File: config.mk
export PLATFORM = sky130hd
export DESIGN_NAME = lsu_mem_master
export DESIGN_NICKNAME = d
export VERILOG_FILES = /design/src/rtl/lsu_mem_master.sv
export SDC_FILE = /design/constraint.sdc
export NUM_CORES = 1
export LEC_CHECK = 0
export ABC_AREA = 1
export ABC_CLOCK_PERIOD_IN_PS = 2100
export BUFFER_PORTS_ARGS = -buffer_cell sky130_fd_sc_hd__clkbuf_2
export CAP_MARGIN = 25
export CORE_ASPECT_RATIO = 2
export CORE_MARGIN = 1
export CORE_UTILIZATION = 36
export DETAILED_ROUTE_END_ITERATION = 16
export PLACE_DENSITY = 0.6
export SYNTH_ARGS = -nofsm -noshare
export SYNTH_HDL_FRONTEND = slang
export SYNTH_SLANG_ARGS = --single-unit
File: constraint.sdc
create_clock -name clk -period 2.1 [get_ports clk]
set_clock_uncertainty 0.15 [all_clocks]
set_input_delay 0.42 -clock clk [delete_from_list [all_inputs] [get_ports clk]]
set_output_delay 0.42 -clock clk [all_outputs]
set_load 0.01 [all_outputs]
File: src/rtl/lsu_mem_master.sv
// lsu_mem_master: RV32I load/store initiator for a single-port word memory, with read-modify-write for sub-word stores.
module lsu_mem_master #(
  parameter int DEPTH = 32,
  parameter int IDX_W = $clog2(DEPTH)
) (
  input  logic        clk,
  input  logic        rst,
  input  logic        req_valid,
  output logic        req_ready,
  input  logic        req_we,
  input  logic [2:0]  req_funct3,
  input  logic [31:0] req_addr,
  input  logic [31:0] req_wdata,
  output logic        resp_valid,
  output logic [31:0] resp_rdata,
  output logic        resp_err,
  output logic        mem_we,
  output logic [31:0] mem_a,
  output logic [31:0] mem_wd,
  input  logic [31:0] mem_rd
);
  typedef enum logic [2:0] {IDLE, LOAD, WRITE, RMW_RD, RMW_WR, RESP} state_t;
  state_t state, state_n;
  logic [2:0] f3_q;
  logic [IDX_W+1:0] addr_q;
  logic [31:0] wdata_q, word_q, lane, load_val, mask, merged;
  logic [4:0] sh;
  logic bad, mem_act;
  always_comb begin
    bad = (req_addr[31:IDX_W+2] != '0)
       || (req_we ? (req_funct3 > 3'd2) : (req_funct3[1:0] == 2'b11 || req_funct3 == 3'b110))
       || (req_funct3[1:0] == 2'b01 && req_addr[0])
       || (req_funct3[1:0] == 2'b10 && req_addr[1:0] != 2'b00);
    state_n = state == IDLE ? (req_valid ? (bad ? RESP : req_we ? (req_funct3[1] ? WRITE : RMW_RD) : LOAD) : IDLE)
            : state == RMW_RD ? RMW_WR
            : state == RESP ? IDLE
            : RESP;
    sh = {addr_q[1:0], 3'b000};
    lane = mem_rd >> sh;
    load_val = f3_q == 3'b000 ? {{24{lane[7]}}, lane[7:0]}
             : f3_q == 3'b001 ? {{16{lane[15]}}, lane[15:0]}
             : f3_q == 3'b100 ? {24'b0, lane[7:0]}
             : f3_q == 3'b101 ? {16'b0, lane[15:0]}
             : mem_rd;
    // Sub-word store: replace only the addressed lane(s) of the word read back.
    mask = (f3_q[0] ? 32'h0000_FFFF : 32'h0000_00FF) << sh;
    merged = (word_q & ~mask) | ((wdata_q << sh) & mask);
    mem_act = state == LOAD || state == WRITE || state == RMW_RD || state == RMW_WR;
    req_ready = state == IDLE;
    resp_valid = state == RESP;
    mem_we = (state == WRITE || state == RMW_WR) && !rst;
    mem_a = (mem_act && !rst) ? {{(32-IDX_W){1'b0}}, addr_q[IDX_W+1:2]} : 32'b0;
    mem_wd = !mem_we ? 32'b0 : state == WRITE ? wdata_q : merged;
  end
  always_ff @(posedge clk) begin
    if (rst) begin
      state <= IDLE;
      f3_q <= '0;
      addr_q <= '0;
      wdata_q <= '0;
      word_q <= '0;
      resp_rdata <= '0;
      resp_err <= 1'b0;
    end else begin
      state <= state_n;
      if (state == IDLE && req_valid) begin
        f3_q <= req_funct3;
        addr_q <= req_addr[IDX_W+1:0];
        wdata_q <= req_wdata;
        if (bad) begin
          resp_rdata <= '0;
          resp_err <= 1'b1;
        end
      end
      if (state == LOAD) begin
        resp_rdata <= load_val;
        resp_err <= 1'b0;
      end
      if (state == WRITE || state == RMW_WR) begin
        resp_rdata <= '0;
        resp_err <= 1'b0;
      end
      if (state == RMW_RD) word_q <= mem_rd;
    end
  end
endmodule

Yosys cells after proc, flatten, opt, wreduce, memory -nomap -nowiden:

Index checks and enable logic that the tools add are counted.
Widths: inputs -> output; s select.

* register bits after elaboration: 110
* input port bits: 103
* output and inout bits: 100
* word-level logic and storage cells: 70

* order comparisons: 1
* eq/ne operators: 12
* shifts and indexed selects: 3
* mux-type cells: 19
* bitwise operators: 4
* reduce and logical (&&, ||, !) cells: 24

Operators with widths (number)
* $mux 32: 9
* $and 32x32->32: 2
* $not 32->32: 1
* $or 32x32->32: 1
* $shl 16x5->32: 1
* $shl 32x5->32: 1
* $shr 32x5->16: 1
* $reduce_bool 25->1: 1
* $mux 16: 1
* $eq 3x3->1 const B: 5
* $mux 3: 5
* $logic_or 1x1->1: 8
* $eq 3x1->1 const B: 2
* $eq 3x2->1 const B: 2
* $logic_not 3->1: 2
* $reduce_bool 2->1: 3
* $logic_and 1x1->1: 5
* $mux 5: 1
* $eq 2x2->1 const B: 2
* $reduce_and 2->1: 2
* $gt 3x2->1 const B: 1
* $reduce_or 3->1: 1
* $eq 2x1->1 const B: 1
* $mux 1: 2
* other kinds (3): 3

Longest topological paths before layout:

Gate-level depths: netlist (run 1).

* depth in word-level cells: 9
* depth in mapped cells: 9
* depth with buffers taken out: 9

Worst setup path after synthesis (run 1):

No wires, ideal clock.

* path kind: reg2out
* from: register state[2]
* to: output port mem_wd[22]
* arrival time: 1.368 ns
* data required time: 1.530 ns
* setup slack: 0.162 ns
* cell stages (with the launch flop): 7
* path buffers: 2
* cell sequence: dfxtp_1 nor3_2 inv_1 buf_2 clkbuf_1 o21ai_0 a21oi_1

* cells in the longest elaborated chain, start to end: 4
* elaborated cells on any way between the ends: 6
* those cells by class: 2 x eq/ne; 2 x mux; 2 x reduce/logical

Ends and longest elaborated chain
* start: declaration: line 23 `state_t state, state_n;`
* start signal: assignment: line 65 `state <= state_n;`
* $eq 3x2->1 or $eq 3x3->1 (tied branches): line 51, 53
* $logic_or 1x1->1: line 51 `mem_we = (state == WRITE || state == RMW_WR) && !rst;`
* $logic_and 1x1->1: line 51
* $mux 32 (*): line 53 `mem_wd = !mem_we ? 32'b0 : state == WRITE ? wdata_q : merged;`
* end: declaration: line 19 `output logic [31:0] mem_wd,`

Every way passes the cells marked *; elsewhere a longest branch is shown, timed or not.

Worst setup path after layout (run 1):

* from: register addr_q[0]
* to: output port mem_wd[5]

* cells in the longest elaborated chain, start to end: 6
* elaborated cells on any way between the ends: 8
* those cells by class: 2 x shift; 2 x mux; 4 x bitwise

Ends and longest elaborated chain
* start: declaration: line 25 `logic [IDX_W+1:0] addr_q;`
* start signal: assignment: line 68 `addr_q <= req_addr[IDX_W+1:0];`
* $shl 16x5->32: line 46 `mask = (f3_q[0] ? 32'h0000_FFFF : 32'h0000_00FF) << sh;`
* $not 32->32: line 47 `merged = (word_q & ~mask) | ((wdata_q << sh) & mask);`
* $and 32x32->32: line 47
* $or 32x32->32 (*): line 47
* $mux 32 (*) (2 in a row): line 53

Marks and branches as above.

==> results.md, run 1 <==
- The flow ran to the end, but the final reports show violations.
- The checks that failed: setup timing.
- The power dissipated by switching net loads is 0.00220 W.
- The number of cells on the worst reg-to-reg path is 9.
- The cell with the biggest individual delay on the critical path is sky130_fd_sc_hd__dfxtp_4.
- The proportion of synthesized area in mux cells is 0.00672.
- The average cell area after synthesis is 6.62 µm².
- Data on the critical path is required at its endpoint by 1530 ps.
- The via density per instance is 5.06.
- The count of nets left with antenna violations once routing finished came out at 0.
- Together, buffers and inverters on the worst path number 5.
- The root buffer cell is sky130_fd_sc_hd__clkbuf_16.
- Sorting the synthesized cells by area gives the leading types as sky130_fd_sc_hd__dfxtp_1 37%, sky130_fd_sc_hd__o21ai_0 11%, sky130_fd_sc_hd__a21oi_1 9.5%, sky130_fd_sc_hd__nand2_1 8.4%, sky130_fd_sc_hd__nor2_1 5.9%.
- The post-route worst setup slack is -234 ps.
- In this run the number of H-tree levels came out at 3.
- After global routing the overflow that remains totals 0.
- The total area inside the core boundary comes to 16200 µm².
- During placement, the flow inserted port buffers numbering 175.
- The horizontal die dimension is 93.0 µm.
- The detailed router finished its first iteration with 265 violations.
- The area of the die is 17100 µm².
- The starting density of the core is 0.368.
- The kind of critical path is flip-flop to primary output.
- The later pin in the worst-skew pair is clocked with a latency of 350 ps.
- The worst setup path is launched from a flip-flop.
- The family with the most delay on the worst path is buffers and inverters.
- The synthesized netlist contains 30 unique library cells.
- The final weighted congestion in routability-driven placement is 0.954.
- The sequential area share after synthesis is 0.370.
- The clock sink count is 110.
- Based on the critical path, the design can be clocked at up to 0.428 GHz.
- The max-slew violation total from the final report is 0.
- Entering global routing, the biggest net connects 57 pins.
- The chip height is 184 µm.
- The first global-routing pass estimated 32100 µm of wire.
- Of the total synthesized cell area, the portion taken by XOR and XNOR cells is 0.
- After detailed routing, the average wire length per cell comes to 15.7 µm.
- The highest net fanout along the worst path is 7.
- The count of nets after finishing is 1204.
- The total setup violations reported at the end of the flow is 33.
- The count of mapped cells out of synthesis is 900.
- The number of buffers inserted during clock tree synthesis is 9.
- The switching part of the total power is 0.353.
- The design draws 0.00623 W.
- In the final layout, the share of cells above drive strength 1 is 0.305.
- The post-synthesis compound-gate area fraction is 0.270.
- The synthesized design spends more area on one cell type than any other, namely sky130_fd_sc_hd__dfxtp_1.
- Before CTS, the worst setup slack after placement is 6.87 ps.
- The reported max-cap violation count is 0.
- The detailed-placement wirelength estimate is 15700 µm.
- The share of power burned in the clock network is 0.293.
- The number of antenna violations at the first check in global routing came to 1.
- The final hold violation count was 0.
- Setup repair after global routing could not meet its margin everywhere.
- The cell area after synthesis is 5960 µm².
- The period utilization is 1.11.
- The DRC violation count after routing is 0.
- The finished layout holds 1311 standard cells, fillers aside.
- For this design the ratio of total power to cell area is 771 nW/µm².
- In this run, post-CTS hold repair placed 0 buffers.
- The I/O pin count is 203.
- The total routed wirelength is 20600 µm.
- The number of placed cells counting well taps is 1274.
- The clock passes through at most 2 buffers.
- Hold is met by 158 ps.
- The share of total power dissipated in sequential elements is 0.381.
- The length of the first detailed-routing pass in iterations is 5.
- The total routing resource utilization after global routing is 0.243.
- The leakage power total is 3.85 nW.
- Of the post-synthesis cell area, the dominant cell type holds 0.370.
- The worst setup path is captured at a primary output.
- The adder and majority cell fraction of the synthesized area is 0.
- The internal power consumption is 0.00403 W.
- The combinational power share is 0.327.
- In this design, the stage delay of the slowest critical-path cell is 470 ps.
- TritonCTS built the clock tree.
- The combinational family with the most area after synthesis is compound AO/OA/AOI/OAI gates.
- The number of storage elements in the synthesis netlist is 110.
- In this run the worst hold path is classified as primary input to flip-flop.
- Yosys printed 0 warnings.
- Across the VDD grid, the largest voltage drop is 0.000411 V.
- Compared with the post-synthesis result, the final layout area differs by 35.6%.
- The via count of the first global-routing pass is 6285.
- Subtracting the final worst setup slack from the clock period gives 2330 ps.
- The post-route core utilization is 0.499.
- The arrival time of data at the critical path endpoint is 1760 ps.
- Across all layers, the routed design uses 6631 vias.
- The most prevalent standard cell on the critical path is sky130_fd_sc_hd__buf_6.
- Counting instances, the worst hold path has a depth of 3.
- After clock tree synthesis, the clock-pin slew on the worst setup and hold paths is 80 ps.
- The floorplan has 66 rows.
- The critical path goes through clkbuf_16, o21ai_2, buf_6, buf_6, buf_4, a21oi_1, clkbuf_2.
- The fraction of the mapped netlist area in simple logic gates is 0.215.
- The critical path runs through a total of 7 cells.
[layout make-up]
type                    instances  area, µm²
clock buffers                   9        225
clock inverters                 7       87.6
multi-input cells             633       3250
fillers                      1705       8100
well taps                     204        255
inverters                      97        377
flip-flops and latches        110       2210
diodes                          1       2.50
repair buffers                250       1670
[flip-flops by register name, indices dropped and copies added, names as in the netlist]
signal      count
resp_err        1
wdata_q        32
word_q         32
addr_q          7
resp_rdata     32
state           3
f3_q            3
[per-stage QoR]
step | setup TNS, ps | cell area, µm²
final | -6150 | 8080
after global routing | -8860 | 8080
after CTS | -7110 | 7890
after detailed placement | 0 | 7190
after global placement | 0 | 7190
after floorplan | 0 | 6060
[what timing repair did]
action                                 CTS  global route
setup endpoints to repair               39            86
cloned                                   7             2
endpoints found under the hold margin    0             0
gates resized for setup                 80            66
pin swaps                               18            20
buffers inserted                        10             2
[power groups by stage]
stage	Sequential [W]	Clock, W	Combinational (W)
global placement	0.00240	0	0.00174
detailed placement	0.00240	0	0.00175
global route	0.00240	0.00194	0.00225
floorplan	0.00243	0	0.00105
CTS	0.00237	0.00186	0.00193
finish	0.00237	0.00182	0.00204
[cell usage in the layout (no fill, tap or decap), types with 30 or more instances in the layout]
cell type and instances:
sky130_fd_sc_hd__a21oi_1 106, sky130_fd_sc_hd__buf_4 48, sky130_fd_sc_hd__clkbuf_2 157, sky130_fd_sc_hd__dfxtp_1 106, sky130_fd_sc_hd__inv_1 86, sky130_fd_sc_hd__nand2_1 123, sky130_fd_sc_hd__nand3_1 64, sky130_fd_sc_hd__nor2_1 91
sky130_fd_sc_hd__o211ai_1 30, sky130_fd_sc_hd__o21ai_0 102
[Yosys cell counts]
library cell	instances
sky130_fd_sc_hd__clkbuf_1	29
sky130_fd_sc_hd__inv_2	6
sky130_fd_sc_hd__nand4_1	1
sky130_fd_sc_hd__o22ai_1	4
sky130_fd_sc_hd__a21oi_2	2
sky130_fd_sc_hd__o21ai_1	4
sky130_fd_sc_hd__a31oi_1	3
sky130_fd_sc_hd__buf_4	28
sky130_fd_sc_hd__o211ai_1	30
sky130_fd_sc_hd__o21ai_2	1
sky130_fd_sc_hd__mux2i_1	4
sky130_fd_sc_hd__nor3_1	3
sky130_fd_sc_hd__nor2_4	2
sky130_fd_sc_hd__a211oi_1	3
sky130_fd_sc_hd__nor2_1	94
sky130_fd_sc_hd__conb_1	1
sky130_fd_sc_hd__nand3_1	66
sky130_fd_sc_hd__dfxtp_1	110
sky130_fd_sc_hd__nand2_1	134
sky130_fd_sc_hd__nand3_2	1
sky130_fd_sc_hd__a21oi_1	113
sky130_fd_sc_hd__buf_2	26
sky130_fd_sc_hd__nand2_2	2
sky130_fd_sc_hd__nor3_4	1
sky130_fd_sc_hd__buf_1	3
sky130_fd_sc_hd__o2111ai_1	2
sky130_fd_sc_hd__o21ai_0	134
sky130_fd_sc_hd__inv_1	91
sky130_fd_sc_hd__nor3_2	1
sky130_fd_sc_hd__o21bai_4	1
[path summary, 6_finish.rpt]
kind | startpoint | endpoint | slack, ps
max | addr_q[0]$_SDFFE_PP0P_ | mem_wd[5] | -230
min | mem_rd[0] | word_q[0]$_SDFFE_PP0P_ | 160
max reg2reg | addr_q[0]$_SDFFE_PP0P_ | resp_rdata[18]$_SDFFE_PP0P_ | 130
min reg2reg | addr_q[2]$_SDFFE_PP0P_ | addr_q[2]$_SDFFE_PP0P_ | 310
[per-layer routing]
layer / global-route usage / share of wire / vias to the layer above
li1: - / - / 3353
met1: 0.252 / 0.36 / 2956
met2: 0.449 / 0.53 / 259
met3: 0.0219 / 0.041 / 63
met4: 0.168 / 0.066 / 0
met5: 0 / 0 / -
[tightest hold or removal path, cell delays in order]
cell	delay, ps
sky130_fd_sc_hd__clkbuf_2	90
sky130_fd_sc_hd__nor2_1	40
sky130_fd_sc_hd__nor2_1	90
[logic make-up after synthesis]
family                 Yosys count
AOI/OAI and AO/OA              297
buffers and inverters          183
muxes                            4
other                            1
DFF                            110
and+or+nand+nor                305
Power figures use the tool's default switching activity.
==> inputs of run 2 (changes only) <==
--- a/config.mk
+++ b/config.mk
@@ -9,10 +9,11 @@
 export ABC_CLOCK_PERIOD_IN_PS = 2100
 export BUFFER_PORTS_ARGS = -buffer_cell sky130_fd_sc_hd__clkbuf_2
 export CAP_MARGIN = 25
-export CORE_ASPECT_RATIO = 2
+export CORE_ASPECT_RATIO = 1.75
 export CORE_MARGIN = 1
 export CORE_UTILIZATION = 36
 export DETAILED_ROUTE_END_ITERATION = 16
+export MAX_ROUTING_LAYER = met4
 export PLACE_DENSITY = 0.6
 export SYNTH_ARGS = -nofsm -noshare
 export SYNTH_HDL_FRONTEND = slang
==> run 2 against run 1 <==
The flow still finishes with violations (setup timing). Sequential power is essentially flat. Count of clock-buffer cells in the layout is the same. Core utilization shrank 1.6 points. Clock power is essentially flat. Critical path depth is the same. Die area is essentially flat. Routed wire length shrank 3.4%. Final area shrank 4.1%.
==> results.md, run 2 (synthesized netlist as in run 1, its figures left out) <==
- The clock sink count is 110.
- Setup violations remaining at the end of the flow were counted as 39.
- The area of the die is 17100 µm².
- The remaining antenna violation count is 0.
- The signal on the critical path passes through nor2_1, a21oi_2, nor2_4, buf_6, o21ai_1, a21oi_1, clkbuf_2.
- Counting the fill cells in the layout gives 1717.
- The CTS tree is done.
- IR analysis of the VDD net gives a maximum drop of 0.000549 V.
- At the end of routability-driven placement, the weighted congestion stood at 0.966.
- The timing-limited maximum frequency is 0.429 GHz.
- The post-route worst setup slack is -230 ps.
- Counting tap cells, the placed design contains a total of 1257 instances.
- The antenna diode count is 0.
- The worst setup path is captured at a primary output.
- The min-delay analysis places its worst path in the category primary input to flip-flop.
- Dividing the detail-routed wire length by the instance count gives 15.5 µm.
- The leakage power total is 3.70 nW.
- The most common cell after layout, fill and taps aside is sky130_fd_sc_hd__clkbuf_2.
- The data required time of the worst path is 1530 ps.
- The number of buffers inserted during clock tree synthesis is 9.
- For the worst-skew pair, the clock arrives at the later sink with an insertion delay of 350 ps.
- The number of buffers and inverters on the critical path is 2.
- Wires add up to 19900 µm.
- The via count of the first global-routing pass is 5992.
- The detailed-placement wirelength estimate is 15200 µm.
- The final hold violation count came to 0.
- Summed over all layers, the global routing overflow is 0.
- The DRC marker count from the first detailed-route iteration is 324.
- The period utilization is 1.11.
- The register area is 2210 µm².
- The global-route wire length before repair is 30800 µm.
- Once layout is complete, the utilization of the core stands at 0.484.
- The minimum period implied by the final worst setup slack is 2330 ps.
- Setup repair after global routing could not meet its margin everywhere.
- The total power draw is 0.00605 W.
- The max-slew violation total from the final report is 0.
- The startpoint of the most critical register-to-register path is addr_q[0]$_SDFFE_PP0P_.
- The initialized floorplan defines 61 standard-cell rows.
- The tree is rooted in a sky130_fd_sc_hd__clkbuf_16.
- The DRC violation count after routing is 0.
- Entering global routing, the biggest net connects 50 pins.
- The final reports fail on setup timing.
- The family with the most delay on the worst path is simple AND/OR/NAND/NOR gates.
- OpenSTA, run right after detailed placement, puts the worst setup slack at 8.09 ps.
- The highest net fanout along the worst path is 8.
- CTS built an H-tree with a depth of 3.
- The final non-filler cell total is 1282.
- The flow ran to the end, but the final reports show violations.
- The worst setup path is launched from a flip-flop.
- The kind of critical path is flip-flop to primary output.
- For this run, the detailed router's first-pass iteration total came to 5.
- The total routing resource utilization after global routing is 0.238.
- For this configuration, the core starts out at a cell density of 0.372.
- The summed negative setup slack over all endpoints is -6520 ps.
- The via density per instance is 5.07.
- The largest registers in the layout are resp_rdata: 32 flops, wdata_q: 32 flops, word_q: 32 flops.
- In the final layout, the multi-input gates occupy 3150 µm².
- The detailed-route via count is 6497.
- The region available for standard cell placement spans 16000 µm².
- The endpoint of the worst-slack reg-to-reg timing path is resp_rdata[8]$_SDFFE_PP0P_.
- The clock-pin slew reported for the worst setup and hold paths after clock tree synthesis is 80 ps.
- The power density over the cells is 781 nW/µm².
- 203 I/O pins were placed.
- Data arrives at the worst endpoint at 1760 ps.
- The number of antenna violations at the first check in global routing is 0.
- The cell count of the worst hold path is 3.
- The setup slack of the most critical reg-to-reg path is 220 ps.
- For the worst flop-to-flop path, the logic depth is 10.
- In this design, the stage delay of the slowest critical-path cell is 350 ps.
- The chip height is 172 µm.
- In the layout the commonest cells are 169 x sky130_fd_sc_hd__clkbuf_2, 133 x sky130_fd_sc_hd__nand2_1, 121 x sky130_fd_sc_hd__o21ai_0.
- In this run the tool buffered the top-level ports with 175 buffer cells.
- From left edge to right edge, the die measures 99.3 µm.
- Among all stages on the critical path, the largest delay is contributed by sky130_fd_sc_hd__dfxtp_2.
- From synthesis to final layout, the design area changed by 30.1%.
- The path with the worst hold slack has its endpoint at wdata_q[31]$_SDFFE_PP0P_.
- Of the cells placed in the final design, the portion with a size suffix greater than 1 is 0.270.
- Counting along the longest clock path gives a buffer depth of 2.
- In this run the most critical hold path is launched from req_wdata[31].
- After clock tree synthesis, the flow added hold-fix buffers numbering 0.
- The final layout contains 1191 nets.
- The reported max-cap violation count is 0.
## run 2: cell count changes in the layout (fill, tap and decap cells not counted), moves of 6 or more
cell	previous run	this run
sky130_fd_sc_hd__nand2_1	123	133
sky130_fd_sc_hd__clkbuf_2	157	169
sky130_fd_sc_hd__o21ai_2	17	3
sky130_fd_sc_hd__buf_6	18	10
sky130_fd_sc_hd__buf_2	16	5
sky130_fd_sc_hd__o21ai_0	102	121
sky130_fd_sc_hd__nand2_2	9	3
## run 2: routing by layer
metal | routed length (µm) | GRT usage | vias to the layer above
li1 | - | - | 3311
met1 | 7770 | 0.256 | 2916
met2 | 10400 | 0.431 | 222
met3 | 922 | 0.0299 | 48
met4 | 854 | 0.113 | 0
met5 | 0 | - | -
## run 2: report_power, final
group / switching, W / leakage [nW] / internal (W)
logic: 0.00117 / 2.66 / 0.000730
registers: 0.0000944 / 0.899 / 0.00226
clock network: 0.000853 / 0.147 / 0.000943
total: 0.00212 / 3.70 / 0.00393
## run 2: stage by stage
step                      hold WS, ps  area, µm²
final                             155       7750
after global routing              164       7750
after CTS                         154       7690
after detailed placement          288       7200
after global placement            287       7200
after floorplan                   280       6060
## run 2: repair_timing
item | in CTS | in global routing
buffers inserted | 6 | 0
pin swaps | 6 | 5
gates cloned | 2 | 1
setup endpoints to repair | 38 | 51
resized for setup | 43 | 23
## run 2: worst reg2reg max path: cells and delay by family (launching register included)
family / cells / cell delay [ps]
AOI/OAI and AO/OA: 2 / 220
buffers and inverters: 3 / 580
DFF: 1 / 370
and+or+nand+nor: 5 / 510
## run 2: layout make-up
cell class,count,area share
multi-input cells,634,0.407
flip-flops and latches,110,0.285
repair buffers,236,0.190
inverters,97,0.0483
well taps,189,0.0305
clock buffers,9,0.0291
clock inverters,7,0.0100
## run 2: worst max-delay path by stage
stage,from,to,slack [ps],depth (start not counted)
2_1_floorplan,state[2]$_SDFF_PP0_,mem_wd[22],160,6
3_3_place_gp,state[1]$_SDFF_PP0_,mem_wd[7],50,7
3_5_place_dp,state[1]$_SDFF_PP0_,mem_wd[7],8,7
4_1_cts,state[1]$_SDFF_PP0_,mem_wd[19],-250,9
5_1_grt,state[0]$_SDFF_PP0_,mem_wd[6],-310,7
6_report,state[0]$_SDFF_PP0_,mem_wd[4],-230,7
==> inputs of run 3 (changes only) <==
--- a/config.mk
+++ b/config.mk
@@ -12,6 +12,7 @@
 export CORE_ASPECT_RATIO = 1.75
 export CORE_MARGIN = 1
 export CORE_UTILIZATION = 36
+export CTS_CLUSTER_DIAMETER = 120
 export DETAILED_ROUTE_END_ITERATION = 16
 export MAX_ROUTING_LAYER = met4
 export PLACE_DENSITY = 0.6
==> constraint.sdc (replaced) <==
create_clock -name clk -period 2.1 [get_ports clk]
set_clock_uncertainty 0.15 [all_clocks]
set_input_delay 0.21 -clock clk [delete_from_list [all_inputs] [get_ports clk]]
set_output_delay 0.21 -clock clk [all_outputs]
set_load 0.01 [all_outputs]
==> run 3 against run 2 <==
The run ends with hold timing, setup timing left. Sequential share of layout area decreased by 1.7 points. Maximum frequency increased by 3.4%. Final area increased by 6.4%. Largest cell class unchanged.
==> results.md, run 3 (synthesized netlist as in run 1, its figures left out) <==
- The number of antenna violations at the first check in global routing is 0.
- Clock latency on the worst-skew pair, taken at its later pin, is 360 ps.
- The reported max-cap violation count is 0.
- The total overflow reported by the global router is 0.
- The arrival time of data at the critical path endpoint is 1890 ps.
- The library cell used most frequently in the layout, excluding fill and tap cells, is sky130_fd_sc_hd__clkbuf_2.
- Dividing total power by cell area gives a power density of 737 nW/µm².
- For this run, the post-layout net count is 1233.
- The flow ran to the end, but the final reports show violations.
- For this configuration, the core starts out at a cell density of 0.372.
- The kind of critical path is flip-flop to primary output.
- STA classifies the critical path startpoint as a flip-flop.
- The total power draw is 0.00608 W.
- The worst vdd rail ir drop is 0.000373 V.
- STA puts the critical path data required time at 1740 ps.
- The H-tree was split into 3 levels.
- The fill cell total of the finished layout is 1635.
- The final reports fail on hold timing, setup timing.
- In the finished design, the share of the clock period the worst path needs comes to 1.07.
- The total setup violations reported at the end of the flow is 32.
- In this run the count of I/O pins placed on the die edge is 203.
- Before antenna repair, the detailed router went through 5 iterations.
- The largest registers in the layout are resp_rdata: 32 flops, wdata_q: 32 flops, word_q: 32 flops.
- From left edge to right edge, the die measures 99.3 µm.
- Entering global routing, the biggest net connects 50 pins.
- Measured on the finished design, the core utilization comes to 0.514.
- The number of buffers inserted during clock tree synthesis is 9.
- Clock-pin slew was measured on the worst setup and hold paths at 80 ps.
- The via density per instance is 5.01.
- For this design the total switching power over the nets is 0.00212 W.
- Setup repair after global routing could not meet its margin everywhere.
- In this run, the number of DRC markers left after iteration 0 of detailed routing was 319.
- The average wire length per cell after detail routing is 15.6 µm.
- The max-slew violation total from the final report is 0.
- The share of total power dissipated in sequential elements is 0.389.
- The worst hold slack is -0.913 ps.
- For the finished layout, the period the worst path requires is 2250 ps.
- The clock sink count is 110.
- The top cell types in the final layout, fill and taps aside, are 165 x sky130_fd_sc_hd__clkbuf_2, 133 x sky130_fd_sc_hd__nand2_1, 129 x sky130_fd_sc_hd__o21ai_0.
- The combinational power share is 0.316.
- The detailed-placement wirelength estimate is 15000 µm.
- The via count of the first global-routing pass is 6292.
- Compared with the post-synthesis result, the final layout area differs by 38.3%.
- The total routed wirelength is 20700 µm.
- The internal power of the cells totals 0.00396 W.
- The maximum number of buffers from clock root to sink is 2.
- Derived from the worst setup path, the maximum achievable clock frequency is 0.444 GHz.
- In this run the worst path has a maximum fanout of 7.
- The area of the die is 17100 µm².
- The analysis attributes to cell leakage a power of 3.90 nW.
- Of the total power, the share spent switching nets is 0.349.
- The standard-cell row count is 61.
- The tree is rooted in a sky130_fd_sc_hd__clkbuf_16.
- The DRC violation count after routing is 0.
- The die is 172 µm tall.
- Across every metal layer, demand over resource in global routing totals 0.248.
- The CTS tree is done.
- The number of antenna diodes in the final layout is 0.
- The final hold violation count is 2.
- In the final layout, the share of cells above drive strength 1 is 0.255.
- The type of the tightest min-delay check is primary input to flip-flop.
- The share of power burned in the clock network is 0.295.
- The detailed-route via count is 6636.
- STA classifies the critical path endpoint as a primary output.
- The post-route worst setup slack is -153 ps.
- The congestion estimate from routability-driven global placement came to 0.928.
- In this run the remaining antenna-violating nets after routing total 0.
- The number of port buffers is 175.
- The total core area is 16000 µm².
- The first global-routing pass estimated 31900 µm of wire.
run 3: changes by cell type in the layout (fill, tap and decap cells not counted), moves of 3 or more:
cell                            delta
sky130_fd_sc_hd__buf_4             -7
sky130_fd_sc_hd__o21ai_0           +8
sky130_fd_sc_hd__inv_6             -3
sky130_fd_sc_hd__buf_2             +5
sky130_fd_sc_hd__clkinvlp_4        +4
sky130_fd_sc_hd__clkbuf_2          -4
sky130_fd_sc_hd__dlygate4sd3_1    +45
sky130_fd_sc_hd__o21ai_1           -7
sky130_fd_sc_hd__o22ai_2           -3
sky130_fd_sc_hd__o22ai_1           +3
run 3: repair_timing:
action                                 in CTS  in global routing
hold buffers                               45                  0
pin swaps                                   3                  0
resized for setup                          34                 27
setup buffers                              11                  3
endpoints found under the hold margin      45                  0
setup endpoints to repair                  32                 37
cloned                                      3                  2
run 3: per-layer routing:
layer	wire, µm	global-route usage	up-vias
met3	790	0.0230	48
met5	0	-	-
li1	-	-	3398
met4	745	0.121	0
met2	11100	0.456	212
met1	8000	0.264	2978
run 3: metrics by stage:
stage                     worst slack (ps)  TNS, ps  hold slack, ps  instances  instance area, µm²
final                                 -153    -2670          -0.913       1324                8240
after floorplan                        372        0             129        926                6060
after global routing                  -233    -5720            9.89       1324                8240
after CTS                             -156    -3400           0.260       1319                8100
after global placement                 193        0             284       1244                7080
after detailed placement               172        0             285       1244                7080
run 3: layout make-up:
class                      instances  area, µm²  area share
multi-input combinational        634       3140       0.380
clock buffer                       9        225      0.0273
timing repair buffer             278       1970       0.239
sequential                       110       2210       0.268
inverter                          97        379      0.0460
clock inverter                     7       81.3     0.00986
tap                              189        236      0.0287
run 3: path summary, 6_finish.rpt:
kind,start,to,slack [ps],cells after the start
worst max register to register,state[1]$_SDFF_PP0_,wdata_q[1]$_SDFFE_PP0P_,100,9
worst min-delay path,req_wdata[6],wdata_q[6]$_SDFFE_PP0P_,-0.9,3
worst max-delay path,state[0]$_SDFF_PP0_,mem_wd[7],-150,9
worst min register to register,resp_err$_SDFFE_PP0P_,resp_err$_SDFFE_PP0P_,290,2
run 3: power groups by stage:
| stage | Combinational, W | Clock (W) | Sequential (W) |
|---|---|---|---|
| 2_1_floorplan | 0.00105 | 0 | 0.00243 |
| 3_3_place_gp | 0.00169 | 0 | 0.00240 |
| 3_5_place_dp | 0.00169 | 0 | 0.00241 |
| 4_1_cts | 0.00187 | 0.00183 | 0.00237 |
| 5_1_grt | 0.00214 | 0.00190 | 0.00239 |
| 6_report | 0.00192 | 0.00179 | 0.00237 |
run 3: critical path, cell delays in order, from the launching register on:
cell                         delay (ps)
sky130_fd_sc_hd__dfxtp_2            400
sky130_fd_sc_hd__nor3_4              70
sky130_fd_sc_hd__buf_6              120
sky130_fd_sc_hd__clkinvlp_4          70
sky130_fd_sc_hd__buf_12             130
sky130_fd_sc_hd__buf_12             110
sky130_fd_sc_hd__o21ai_4             70
sky130_fd_sc_hd__buf_4              150
sky130_fd_sc_hd__a211oi_1           250
sky130_fd_sc_hd__clkbuf_2           180
